==> src/rtl/sd_seq_pkg.sv <==
// Shared definitions for the srdy/drdy sequence source and its matching checker.
// Both ends import this so they agree on state encoding and the slot-free rule.
package sd_seq_pkg;

  localparam int default_cnt_w = 16;

  typedef enum logic {
    IDLE = 1'b0,
    RUN  = 1'b1
  } seq_state_t;

  // The pattern pointer advances only when the output slot can take a new word:
  // nothing is pending, or the pending word is accepted at this edge.
  function automatic logic slot_free(input logic srdy, input logic drdy);
    return !srdy || drdy;
  endfunction

endpackage

==> src/rtl/sd_seq_source.sv <==
// Producer-side traffic source: emits an incrementing data sequence on srdy/drdy,
// gating p_srdy with a per-run pattern to produce bursty, gapped traffic.
module sd_seq_source
  import sd_seq_pkg::*;
#(
  parameter int width   = 8,
  parameter int pat_dep = 8,
  parameter int cnt_w   = default_cnt_w
) (
  input  logic               clk,
  input  logic               reset,
  input  logic               start,
  input  logic [cnt_w-1:0]   count,
  input  logic [width-1:0]   init_value,
  input  logic [pat_dep-1:0] srdy_pat,
  output logic               busy,
  output logic               done,
  output logic [cnt_w-1:0]   sent_cnt,
  output logic               p_srdy,
  input  logic               p_drdy,
  output logic [width-1:0]   p_data
);

  localparam int dpp_w = (pat_dep > 1) ? $clog2(pat_dep) : 1;

  seq_state_t         state_reg, state_next;
  logic [cnt_w-1:0]   remaining_reg, remaining_next;
  logic [width-1:0]   seq_data_reg, seq_data_next;
  logic [pat_dep-1:0] pat_reg, pat_next;
  logic [dpp_w-1:0]   dpp_reg, dpp_next;
  logic               srdy_reg, srdy_next;
  logic [width-1:0]   data_reg, data_next;
  logic               busy_reg, busy_next;
  logic               done_reg, done_next;
  logic [cnt_w-1:0]   sent_reg, sent_next;
  logic               xfer;

  assign xfer = srdy_reg & p_drdy;

  always_ff @(posedge clk or negedge reset) begin
    if (!reset) begin
      state_reg     <= IDLE;
      remaining_reg <= '0;
      seq_data_reg  <= '0;
      pat_reg       <= '0;
      dpp_reg       <= '0;
      srdy_reg      <= 1'b0;
      data_reg      <= '0;
      busy_reg      <= 1'b0;
      done_reg      <= 1'b0;
      sent_reg      <= '0;
    end else begin
      state_reg     <= state_next;
      remaining_reg <= remaining_next;
      seq_data_reg  <= seq_data_next;
      pat_reg       <= pat_next;
      dpp_reg       <= dpp_next;
      srdy_reg      <= srdy_next;
      data_reg      <= data_next;
      busy_reg      <= busy_next;
      done_reg      <= done_next;
      sent_reg      <= sent_next;
    end
  end

  always_comb begin
    state_next     = state_reg;
    remaining_next = remaining_reg;
    seq_data_next  = seq_data_reg;
    pat_next       = pat_reg;
    dpp_next       = dpp_reg;
    srdy_next      = srdy_reg;
    data_next      = data_reg;
    busy_next      = busy_reg;
    done_next      = 1'b0;
    sent_next      = sent_reg + cnt_w'(xfer);

    case (state_reg)
      IDLE: begin
        if (start) begin
          sent_next = '0;
          if (count != '0) begin
            remaining_next = count;
            seq_data_next  = init_value;
            // An all-zero pattern would stall forever; treat it as always-on.
            pat_next       = (srdy_pat == '0) ? '1 : srdy_pat;
            dpp_next       = '0;
            busy_next      = 1'b1;
            state_next     = RUN;
          end else begin
            done_next = 1'b1;
          end
        end
      end

      RUN: begin
        if (slot_free(srdy_reg, p_drdy)) begin
          dpp_next = (dpp_reg == dpp_w'(pat_dep - 1)) ? '0 : dpp_reg + dpp_w'(1);
          if (remaining_reg != '0) begin
            if (pat_reg[dpp_reg]) begin
              srdy_next      = 1'b1;
              data_next      = seq_data_reg;
              seq_data_next  = seq_data_reg + width'(1);
              remaining_next = remaining_reg - cnt_w'(1);
            end else begin
              srdy_next = 1'b0;
            end
          end else begin
            srdy_next  = 1'b0;
            busy_next  = 1'b0;
            done_next  = 1'b1;
            state_next = IDLE;
          end
        end
      end

      default: state_next = IDLE;
    endcase
  end

  assign busy     = busy_reg;
  assign done     = done_reg;
  assign sent_cnt = sent_reg;
  assign p_srdy   = srdy_reg;
  assign p_data   = data_reg;

endmodule

==> config.mk <==
export PLATFORM = sky130hd
export DESIGN_NAME = sd_seq_source
export DESIGN_NICKNAME = d
export VERILOG_FILES = /design/src/rtl/sd_seq_pkg.sv /design/src/rtl/sd_seq_source.sv
export SDC_FILE = /design/constraint.sdc
export NUM_CORES = 1
export LEC_CHECK = 0
export BUFFER_PORTS_ARGS = -buffer_cell sky130_fd_sc_hd__buf_2
export CAP_MARGIN = 20
export CORE_MARGIN = 3
export CORE_UTILIZATION = 45
export DETAILED_ROUTE_END_ITERATION = 16
export PLACE_DENSITY = 0.78
export SLEW_MARGIN = 20
export SYNTH_ARGS = -nofsm -noshare
export SYNTH_HDL_FRONTEND = slang
export SYNTH_SLANG_ARGS = --single-unit
==> constraint.sdc <==
create_clock -name clk -period 4.62 [get_ports clk]
set_input_delay 0.924 -clock clk [delete_from_list [all_inputs] [get_ports clk]]
set_output_delay 0.924 -clock clk [all_outputs]
set_load 0.01 [all_outputs]
; After elaboration in Yosys (flattened, before gate mapping)
; Index checks and enable logic that the tools add are counted.
[totals]
regBits = 63
inputBits = 36
output_inout_bits = 27
elab_cells = 74
[op_classes]
n_addsub = 4
n_lt_le_gt_ge = 1
n_eq_ne = 7
n_mux = 39
bitwise = 2
reduce_logical = 11
[op_table]
columns = op, n
row1 = $mux W16, 7
row2 = $mux W8, 6
row3 = $pmux W16 S2, 1
row4 = $reduce_bool A16 Y1, 2
row5 = $add A16 B1 Y16, 1
row6 = $pmux W8 S2, 1
row7 = $sub A16 B1 Y16 const B, 1
row8 = $mux W1, 15
row9 = $mux W3, 4
row10 = $add A8 B1 Y8 const B, 1
row11 = $logic_not A8 Y1, 1
row12 = $reduce_and A4 Y1, 2
row13 = $ne A2 B1 Y1 const B, 3
row14 = $ne A2 B2 Y1 const B, 3
row15 = $pmux W1 S2, 3
row16 = $pmux W3 S2, 1
row17 = $reduce_and A3 Y1, 2
row18 = $reduce_and A5 Y1, 1
row19 = $lt A3 B4 Y1 const B, 1
row20 = $add A3 B1 Y3 const B, 1
row21 = $bmux W1 S3, 1
row22 = $eq A3 B3 Y1 const B, 1
row23 = $reduce_and A2 Y1, 1
row24 = $and A1 B1 Y1, 1
row25 = 3 further kinds, 3

; Longest topological paths before layout
; Gate-level depths: netlist of the first run.
[depth]
depth_word = 6
depth_mapped = 8
mapped_depth_nobuf = 7

; Least setup slack after synthesis of the first run
; No wires, ideal clock.
[synth_path]
kind = input port to flip-flop
from = input port count[11]
to = register remaining_reg[10]
setup_time_ns = 0.101
arrival_ns = 2.256
required_time_ns = 4.519
setup_slack_ns = 2.263
stages = 6
path_buffers = 2
path_cell_list = nor4_1 -> a41o_1 -> clkbuf_1 -> clkbuf_1 -> nor2_1 -> nor4_1
[synth_via]
elab_chain_cells = 3
[synth_rtl]
columns = element, line
row1 = start: declaration, sd_seq_source.sv:13  ; input logic [cnt_w-1:0] count,
row2 = $reduce_bool A16 Y1, sd_seq_source.sv:82  ; if (count != '0) begin
row3 = $ne A2 B2 Y1 (no line), n/a
row4 = $reduce_and A5 Y1 (no line), n/a
row5 = end signal: assignment, sd_seq_source.sv:54  ; remaining_reg <= remaining_next;
row6 = end: declaration, sd_seq_source.sv:27  ; logic [cnt_w-1:0] remaining_reg, remaining_next;
; Every way passes these cells.
; A chain may end at the register's enable or synchronous reset.

; Final worst setup path of the first run
[layout_path]
from = register remaining_reg[0]
to = register seq_data_reg[0]
[layout_via]
elab_chain_cells = 3
[layout_rtl]
columns = element, line
row1 = $reduce_bool A16 Y1, sd_seq_source.sv:99  ; if (remaining_reg != '0) begin
row2 = $ne A2 B1 Y1 (no line), n/a
row3 = $reduce_and A5 Y1 (no line), n/a
row4 = end signal: assignment, sd_seq_source.sv:55  ; seq_data_reg <= seq_data_next;
row5 = end: declaration, sd_seq_source.sv:28  ; logic [width-1:0] seq_data_reg, seq_data_next;
; Every way passes these cells.

==> key figures, run 1 <==
Critical path
  • Startpoint Class: flip-flop
  • R2r setup slk: 1.63 ns
  • Worst EP required: 4.85 ns
  • Crit Path Category: reg2reg
  • WP data arrival: 3.22 ns
  • Crit Path Max Fanout: 22
  • Setup crit end kind: flip-flop

Cells and area
  • Most common cell after layout, fill and taps aside: dfrtp_1
  • Most frequent cells in the layout: dfrtp_1, buf_2, nor2_1
  • Layout cell share with drive strength beyond 1: 0.211
  • Ant diodes: 0
  • Layout area overhead: 17.4%
  • Core Util, Final: 0.549
  • Nets@finish: about 470

Drt
  • Mean routed wirelength per cell: approximately 16 um
  • ANT nets after route: 0
  • DRC violations left: 0
  • Drt via density: 5.82
  • Pre-antenna DRT Iters: 4
  • Drt total wl: approximately 8.6 mm
  • DRT iter0 DRCs: 214
  • Vias post-DR: 3088

Logic synthesis
  • Number of enable flip-flop cells after synthesis: 0
  • Post-Synthesis Cell Area: 3420 um2
  • Count of different cell masters after synthesis: 60
  • Synth warn: 0
  • Gate Count Post-Synth: 368
  • Main synth FF type: dfrtp_1
  • Avg Synthesized Cell Area: 9.31 um2
  • Net Count, Synth: 410
  • Flops & latches, synth: 63
  • Register area share after synthesis: 0.460
  • Ys async rst share: 1.00

Global route
  • Largest net degree at the start of global routing: 42
  • Overall Global Routing Usage: 0.206
  • Remaining Overflow, GRT: 0
  • Vias in the first global route: approximately 3000
  • First-pass GRT wire length: 14.2 mm
  • Initial antenna violation count: 0

Power
  • Switching share of power: 0.392
  • Pwr/cell area: 587 nW/um2
  • Clock Power Share: 0.217
  • Peak VDD IR: 0.308 mV
  • P_sw: 925 uW
  • Comb pwr share: 0.373
  • Power Internal: ~1400 uW
  • Leakage: approximately 0.0018 uW
  • Sequential Power Share: 0.410

STA
  • Clock Skews: 0.00984 ns
  • Post-layout min period: 2.99 ns
  • WHS: 0.473 ns
  • TNS Setup: 0 ns
  • Final Cycle Share: 0.647
  • PnR worst setup slack: 1.63 ns
  • Endpoints failing setup: 0
  • Slew Limit Fails: 0
  • FMAX: ~330 MHz
  • RSZ-0062 raised after global routing: no
  • Worst Tran Pin Value: just under 1 ns
  • Number of hold violations in the final report: 0
  • Slew HR: 0.358

Die
  • Die span in y: 93.2 um
  • Chip width: 93.2 um
  • Row cnt: 31
  • Initial Utilization: 0.467
  • Die area: 8690 um2
  • Core area: 7330 um2
  • I/O pins: 63

CTS
  • CTS Buf Count: 9
  • Hold buffers post-CTS: 0
  • Post-CTS Resized: 0
  • Clk Latency, worst-skew pair: 0.34 ns
  • Post-CTS Setup Bufs: 0
  • CTS tree: done
  • H-tree depth: 3
  • Worst-path clk slew: ~0.070 ns
  • Clock Path Buffers: 2
  • Cell chosen for the clock root: clkbuf_8
  • CTS Sinks: 63

Min path
  • Worst hold path type: reg2reg

Place
  • Routability cong.: 0.876
  • PortBufs: 62
  • Post-Place Setup Slack: 1.66 ns
  • DP HPWL: a little over 6 mm

Run
  • Max Cap Viol: 0

Status
  • Status: completed
-- worst paths after layout --
| check | startpoint | end | depth (start not counted) |
|---|---|---|---|
| worst max register to register | remaining_reg[0] | seq_data_reg[0] | 7 |
| worst max-delay path | remaining_reg[0] | seq_data_reg[0] | 7 |
| worst min-delay path | busy | busy | 1 |
| max in group asynchronous | reset | p_srdy | 2 |
| worst min register to register | busy | busy | 1 |
| min in group asynchronous | reset | pat_reg[0] | 1 |
-- logic make-up after synthesis --
family / count (synthesis) / synth area share
simple gates: 173 / 0.251
compound gates: 79 / 0.174
flops: 63 / 0.460
buf+inv: 28 / 0.0343
xor+xnor: 14 / 0.0358
fa+ha+maj: 6 / 0.0219
mux: 5 / 0.0234
-- cell type report --
cell class	count	area (um2)
Clock buffer	12	135
Clock inverter	4	70.1
Fill cell	695	3310
Inverter	8	30.0
Multi-Input combinational cell	277	1730
Sequential cell	63	1580
Tap cell	99	124
Timing Repair Buffer	68	355
-- power groups by stage --
stage          sequential [uW]  clock [uW]  combinational (uW)
3_5_place_dp               970           0                 880
6_report                   968         512                 880
4_1_cts                    961         522                 883
3_3_place_gp               964           0                 853
5_1_grt                   1000         546                 986
2_1_floorplan              927           0                 656
-- routing by layer --
metal	up-vias	track usage	routed length, um
li1	1473	-	-
met1	1479	0.280	3840
met2	120	0.321	3930
met3	16	0.0515	623
met4	0	0.0696	159
met5	-	0	0
-- cells in the mapped netlist, types with 3 or more instances --
cell type  count  area share
a211o_1        6       0.015
a211oi_1       4      0.0088
a21o_1         4      0.0088
a21oi_1        8       0.012
a311oi_1       3      0.0077
a31oi_1        7       0.013
and2_1         4      0.0073
and4_1         5       0.013
buf_2          4      0.0058
clkbuf_1      15       0.016
dfrtp_1       63        0.46
ha_1           6       0.022
inv_1          7      0.0077
nand2_1       46       0.050
nand2b_1       5      0.0091
nand3_1       12       0.018
nand4_1        9       0.016
nor2_1        49       0.054
nor2b_1        3      0.0055
nor3_1        12       0.018
nor4_1        11       0.020
o211a_1        6       0.018
o21ai_0        3      0.0044
o21ai_1       11       0.016
o221a_1        3      0.0099
o22ai_1        3      0.0055
o41ai_1        3      0.0077
or3_1          4      0.0073
or4_1          3      0.0066
xnor2_1        6       0.015
xor2_1         8       0.020
-- per-stage QoR --
stage / instances / total power [uW] / instance area [um2]
2_1_floorplan: 368 / 1580 / 3420
3_3_place_gp: 515 / 1820 / 3820
3_5_place_dp: 515 / 1850 / 3820
4_1_cts: 531 / 2370 / 4020
5_1_grt: 531 / 2530 / 4020
6_report: 531 / 2360 / 4020
-- critical path, cell delays in order (launching register included) --
cell and delay (ns):
dfrtp_1 0.38, inv_1 0.09, ha_1 0.20, nor3b_1 0.61
nand4_1 0.35, nand3_1 0.80, nand2_1 0.19, o221a_1 0.26
No activity file was read; power rests on OpenSTA's default activity.
==> inputs of run 2 (changes only) <==
PLACE_DENSITY = 0.8   (was 0.78)
clock period = 2.6 ns   (was 4.62 ns; I/O delays follow)
==> key figures, run 2 (synthesis results as in run 1) <==
Drt
  • DRC violations left: 0 (unchanged)
  • ANT nets after route: 0 (unchanged)
  • Drt via density: 5.86 (was 5.82)
  • DRT iter0 DRCs: 197 (was 214)
  • Pre-antenna DRT Iters: 5 (was 4)
  • Mean routed wirelength per cell: 16.3 um (was 16.1 um)
  • Vias post-DR: 3200 (was 3088)
  • Drt total wl: 8.91 mm (was 8.56 mm)

STA
  • Slew HR: 0.592 (was 0.358)
  • Clock Skews: 0.00540 ns (was 0.00984 ns)
  • RSZ-0062 raised after global routing: no (unchanged)
  • Post-layout min period: 2.43 ns (was 2.99 ns)
  • WHS: 0.196 ns (was 0.473 ns)
  • Slew Limit Fails: 0 (unchanged)
  • Number of hold violations in the final report: 0 (unchanged)
  • Endpoints failing setup: 0 (unchanged)
  • TNS Setup: 0 ns (unchanged)
  • FMAX: 412 MHz (was 334 MHz)
  • Final Cycle Share: 0.934 (was 0.647)
  • Worst Tran Pin Value: 0.612 ns (was 0.963 ns)

Power
  • P_sw: 1690 uW (was 925 uW)
  • Total power: 4190 uW (was 2360 uW)
  • Power Internal: 2500 uW (was 1440 uW)
  • Leakage: 0.00191 uW (was 0.00185 uW)
  • Sequential Power Share: 0.413 (was 0.410)
  • Pwr/cell area: 1020 nW/um2 (was 587 nW/um2)
  • Clock Power Share: 0.182 (was 0.217)
  • Switching share of power: 0.404 (was 0.392)
  • Peak VDD IR: 0.662 mV (was 0.308 mV)
  • Comb pwr share: 0.405 (was 0.373)

Global route
  • Overall Global Routing Usage: 0.209 (was 0.206)
  • Remaining Overflow, GRT: 0 (unchanged)
  • Largest net degree at the start of global routing: 28 (was 42)
  • Vias in the first global route: 2966 (was 3005)
  • Initial antenna violation count: 0 (unchanged)
  • First-pass GRT wire length: 14.4 mm (was 14.2 mm)

Die
  • Initial Utilization: 0.467 (unchanged)
  • Die area: 8690 um2 (unchanged)
  • Row cnt: 31 (unchanged)
  • Core area: 7330 um2 (unchanged)
  • Chip width: 93.2 um (unchanged)
  • I/O pins: 63 (unchanged)
  • Die span in y: 93.2 um (unchanged)

CTS
  • Post-CTS Resized: 0 (unchanged)
  • CTS Sinks: 63 (unchanged)
  • Clock Path Buffers: 2 (unchanged)
  • Hold buffers post-CTS: 0 (unchanged)
  • CTS Buf Count: 9 (unchanged)
  • Clk Latency, worst-skew pair: 0.33 ns (was 0.34 ns)
  • Cell chosen for the clock root: clkbuf_8 (unchanged)
  • Post-CTS Setup Bufs: 0 (unchanged)
  • CTS tree: done (unchanged)
  • Worst-path clk slew: 0.07 ns (about the same)
  • H-tree depth: 3 (unchanged)

Critical path
  • R2r setup slk: 0.17 ns (was 1.63 ns)
  • R2r startpoint: remaining_reg[0] (unchanged)
  • Startpoint Class: flip-flop (unchanged)
  • Crit Path Max Fanout: 4 (was 22)
  • Setup crit end kind: flip-flop (unchanged)
  • Crit Path Category: reg2reg (unchanged)
  • WP data arrival: 2.69 ns (was 3.22 ns)
  • FF-to-FF path depth: 7 (unchanged)
  • Worst EP required: 2.87 ns (was 4.85 ns)
  • Reg2Reg Capture Point: remaining_reg[12] (was seq_data_reg[0])

Place
  • Routability cong.: 0.927 (was 0.876)
  • DP HPWL: 6.45 mm (was 6.09 mm)
  • PortBufs: 62 (unchanged)
  • Placed Instances: 531 (was 515)

Status
  • Status: completed (unchanged)

Cells and area
  • Core Util, Final: 0.561 (was 0.549)
  • Non-Filler Instances: 546 (was 531)
  • Layout area overhead: 20.0% (was 17.4%)
  • Layout cell share with drive strength beyond 1: 0.242 (was 0.211)
  • Nets@finish: 485 (was 469)
  • Most common cell after layout, fill and taps aside: dfrtp_1 (unchanged)
  • Most frequent cells in the layout: dfrtp_1, buf_2, nor2_1 (unchanged)
  • Ant diodes: 0 (unchanged)

Min path
  • Worst hold path type: in2async (was reg2reg)

Run
  • Max Cap Viol: 0 (unchanged)
==> run 2: cell type report <==
class	count	area, um2
Timing Repair Buffer	84	475
Clock inverter	3	18.8
Inverter	8	30.0
Clock buffer	12	155
Sequential cell	63	1580
Tap cell	99	124
Multi-Input combinational cell	277	1730
Fill cell	660	3220
==> run 2: stage by stage <==
stage	worst slack (ns)	instance area (um2)
after floorplan	0.341	3420
after global placement	0.275	3940
after detailed placement	0.226	3940
after CTS	0.194	4110
after global routing	0.0445	4110
final	0.173	4110
==> run 2: power groups by stage <==
stage	sequential [uW]	clock, uW	combinational [uW]
6_report	1730	764	1700
5_1_grt	1780	826	1880
4_1_cts	1720	783	1700
3_5_place_dp	1730	0	1680
3_3_place_gp	1710	0	1640
2_1_floorplan	1650	0	1170
==> run 2: worst max-delay path by stage <==
stage / start / to / cells past startpoint
4_1_cts: remaining_reg[0] / remaining_reg[12] / 7
2_1_floorplan: remaining_reg[0] / remaining_reg[12] / 7
6_report: remaining_reg[0] / remaining_reg[12] / 7
3_3_place_gp: remaining_reg[0] / remaining_reg[12] / 7
3_5_place_dp: remaining_reg[0] / remaining_reg[12] / 7
5_1_grt: remaining_reg[0] / remaining_reg[10] / 9
==> run 2: layer usage <==
metal / share of wire / up-vias / global-route usage
met4: 0.013 / 0 / 0.0745
met5: 0 / - / 0
met2: 0.48 / 143 / 0.326
met1: 0.44 / 1524 / 0.283
met3: 0.070 / 18 / 0.0523
li1: - / 1515 / -
==> run 2: worst max-delay path: stages, from the launching register on <==
cell and delay, ns:
dfrtp_1 0.38, inv_1 0.09, ha_1 0.21, or3b_4 0.41, or4b_1 0.54, nor4_2 0.31
mux2i_1 0.23, o221a_1 0.19
==> inputs of run 3 (changes only) <==
MAX_ROUTING_LAYER = met4   (was default)
PLACE_DENSITY = 0.78   (was 0.8)
clock period = 3.07 ns   (was 2.6 ns; I/O delays follow)
==> key figures, run 3 (synthesis results as in run 1) <==
CTS
  • Post-CTS Setup Bufs: 0 (unchanged)
  • CTS Sinks: 63 (unchanged)
  • CTS Buf Count: 9 (unchanged)
  • H-tree depth: 3 (unchanged)
  • Worst-path clk slew: 0.07 ns (about the same)
  • Post-CTS Resized: 0 (unchanged)
  • Clock Path Buffers: 2 (unchanged)
  • CTS tree: done (unchanged)
  • Clk Latency, worst-skew pair: 0.34 ns (was 0.33 ns)
  • Cell chosen for the clock root: clkbuf_8 (unchanged)
  • Hold buffers post-CTS: 0 (unchanged)

STA
  • Slew HR: 0.573 (was 0.592)
  • Worst Tran Pin Value: 0.636 ns (was 0.612 ns)
  • Final Cycle Share: 0.822 (was 0.934)
  • Number of hold violations in the final report: 0 (unchanged)
  • RSZ-0062 raised after global routing: no (unchanged)
  • WHS: 0.244 ns (was 0.196 ns)
  • TNS Setup: 0 ns (unchanged)
  • Endpoints failing setup: 0 (unchanged)
  • Post-layout min period: 2.52 ns (was 2.43 ns)
  • Clock Skews: 0.00621 ns (was 0.00540 ns)
  • Slew Limit Fails: 0 (unchanged)
  • FMAX: 396 MHz (was 412 MHz)

Place
  • Placed Instances: 521 (was 531)
  • DP HPWL: 6.23 mm (was 6.45 mm)
  • Routability cong.: 0.949 (was 0.927)
  • PortBufs: 62 (unchanged)

Power
  • Sequential Power Share: 0.425 (was 0.413)
  • Leakage: 0.00187 uW (was 0.00191 uW)
  • P_sw: 1390 uW (was 1690 uW)
  • Total power: 3430 uW (was 4190 uW)
  • Clock Power Share: 0.180 (was 0.182)
  • Switching share of power: 0.404 (about the same)
  • Pwr/cell area: 849 nW/um2 (was 1020 nW/um2)
  • Comb pwr share: 0.395 (was 0.405)
  • Peak VDD IR: 0.453 mV (was 0.662 mV)
  • Power Internal: 2040 uW (was 2500 uW)

Die
  • Die span in y: 93.2 um (unchanged)
  • Row cnt: 31 (unchanged)
  • Initial Utilization: 0.467 (unchanged)
  • Die area: 8690 um2 (unchanged)
  • Core area: 7330 um2 (unchanged)
  • Chip width: 93.2 um (unchanged)
  • I/O pins: 63 (unchanged)

Cells and area
  • Most common cell after layout, fill and taps aside: dfrtp_1 (unchanged)
  • Core Util, Final: 0.551 (was 0.561)
  • Non-Filler Instances: 537 (was 546)
  • Ant diodes: 0 (unchanged)
  • Most frequent cells in the layout: dfrtp_1, buf_2, nor2_1 (unchanged)
  • Nets@finish: 475 (was 485)
  • Layout area overhead: 18.0% (was 20.0%)
  • Layout cell share with drive strength beyond 1: 0.221 (was 0.242)

Critical path
  • Critical Path Start: remaining_reg[0] (unchanged)
  • Crit Path Category: reg2reg (unchanged)
  • Worst EP required: 3.34 ns (was 2.87 ns)
  • CP max stage delay: 0.56 ns (was 0.54 ns)
  • R2r startpoint: remaining_reg[0] (unchanged)
  • Setup crit end kind: flip-flop (unchanged)
  • Worst-path cell chain: inv_1 > ha_1 > or3b_4 > or4b_1 > nor4_2 > mux2i_1 > o221a_1 (unchanged)
  • WP data arrival: 2.80 ns (was 2.69 ns)
  • Startpoint Class: flip-flop (unchanged)
  • Crit Path Max Fanout: 4 (unchanged)
  • Slowest library cell on the worst path: or4b_1 (unchanged)

Global route
  • Remaining Overflow, GRT: 0 (unchanged)
  • First-pass GRT wire length: 14.3 mm (was 14.4 mm)
  • Overall Global Routing Usage: 0.216 (was 0.209)
  • Initial antenna violation count: 0 (unchanged)
  • Vias in the first global route: 3043 (was 2966)
  • Largest net degree at the start of global routing: 33 (was 28)

Status
  • Status: completed (unchanged)

Drt
  • Mean routed wirelength per cell: 15.8 um (was 16.3 um)
  • DRC violations left: 0 (unchanged)
  • Drt via density: 5.74 (was 5.86)
  • Drt total wl: 8.51 mm (was 8.91 mm)
  • Vias post-DR: 3080 (was 3200)
  • ANT nets after route: 0 (unchanged)
  • DRT iter0 DRCs: 120 (was 197)
  • Pre-antenna DRT Iters: 4 (was 5)

Min path
  • Worst hold path type: in2async (unchanged)

Run
  • Max Cap Viol: 0 (unchanged)
## run 3: cell count changes in the layout (fill, tap and decap cells not counted)
cell,delta
clkbuf_1,+2
clkbuf_8,-1
buf_4,-11
buf_12,+1
## run 3: path summary, 6_finish.rpt
check	endpoint	cells after the start	slack, ns
hold reg to reg	busy	1	0.47
hold / removal	pat_reg[2]	1	0.24
max in group asynchronous	remaining_reg[11]	2	2.11
min in group clk	busy	1	0.47
setup reg to reg	remaining_reg[12]	7	0.55
setup / recovery	remaining_reg[12]	7	0.55
## run 3: layout make-up
class | count | area (um2)
timing repair buffer | 74 | 413
inverter | 8 | 30.0
fill | 703 | 3290
multi-input combinational | 277 | 1730
clock inverter | 3 | 18.8
sequential | 63 | 1580
tap | 99 | 124
clock buffer | 13 | 149
## run 3: stage by stage
stage	cell area, um2	setup WS (ns)
after floorplan	3420	0.811
after detailed placement	3870	0.574
final	4040	0.546
after CTS	4040	0.574
after global placement	3870	0.660
after global routing	4040	0.438
## run 3: per-layer routing
metal,vias to the layer above,GRT usage,wire length [um]
met4,0,0.0940,144
li1,1484,-,-
met3,14,0.0418,541
met1,1480,0.274,3800
met5,-,-,0
met2,102,0.337,4020
## run 3: critical path: cells and delay by family, from the launching register on
family          cells  cell delay (ns)
mux                 1             0.26
simple gates        3             1.32
compound gates      1             0.19
fa+ha+maj           1             0.20
flops               1             0.38
buf+inv             1             0.09
## run 3: power by group through the flow
stage / combinational, uW / clock, uW / sequential [uW]
detailed placement: 1350 / 0 / 1460
CTS: 1360 / 635 / 1450
global placement: 1320 / 0 / 1450
global route: 1530 / 675 / 1510
finish: 1350 / 618 / 1460
floorplan: 987 / 0 / 1400
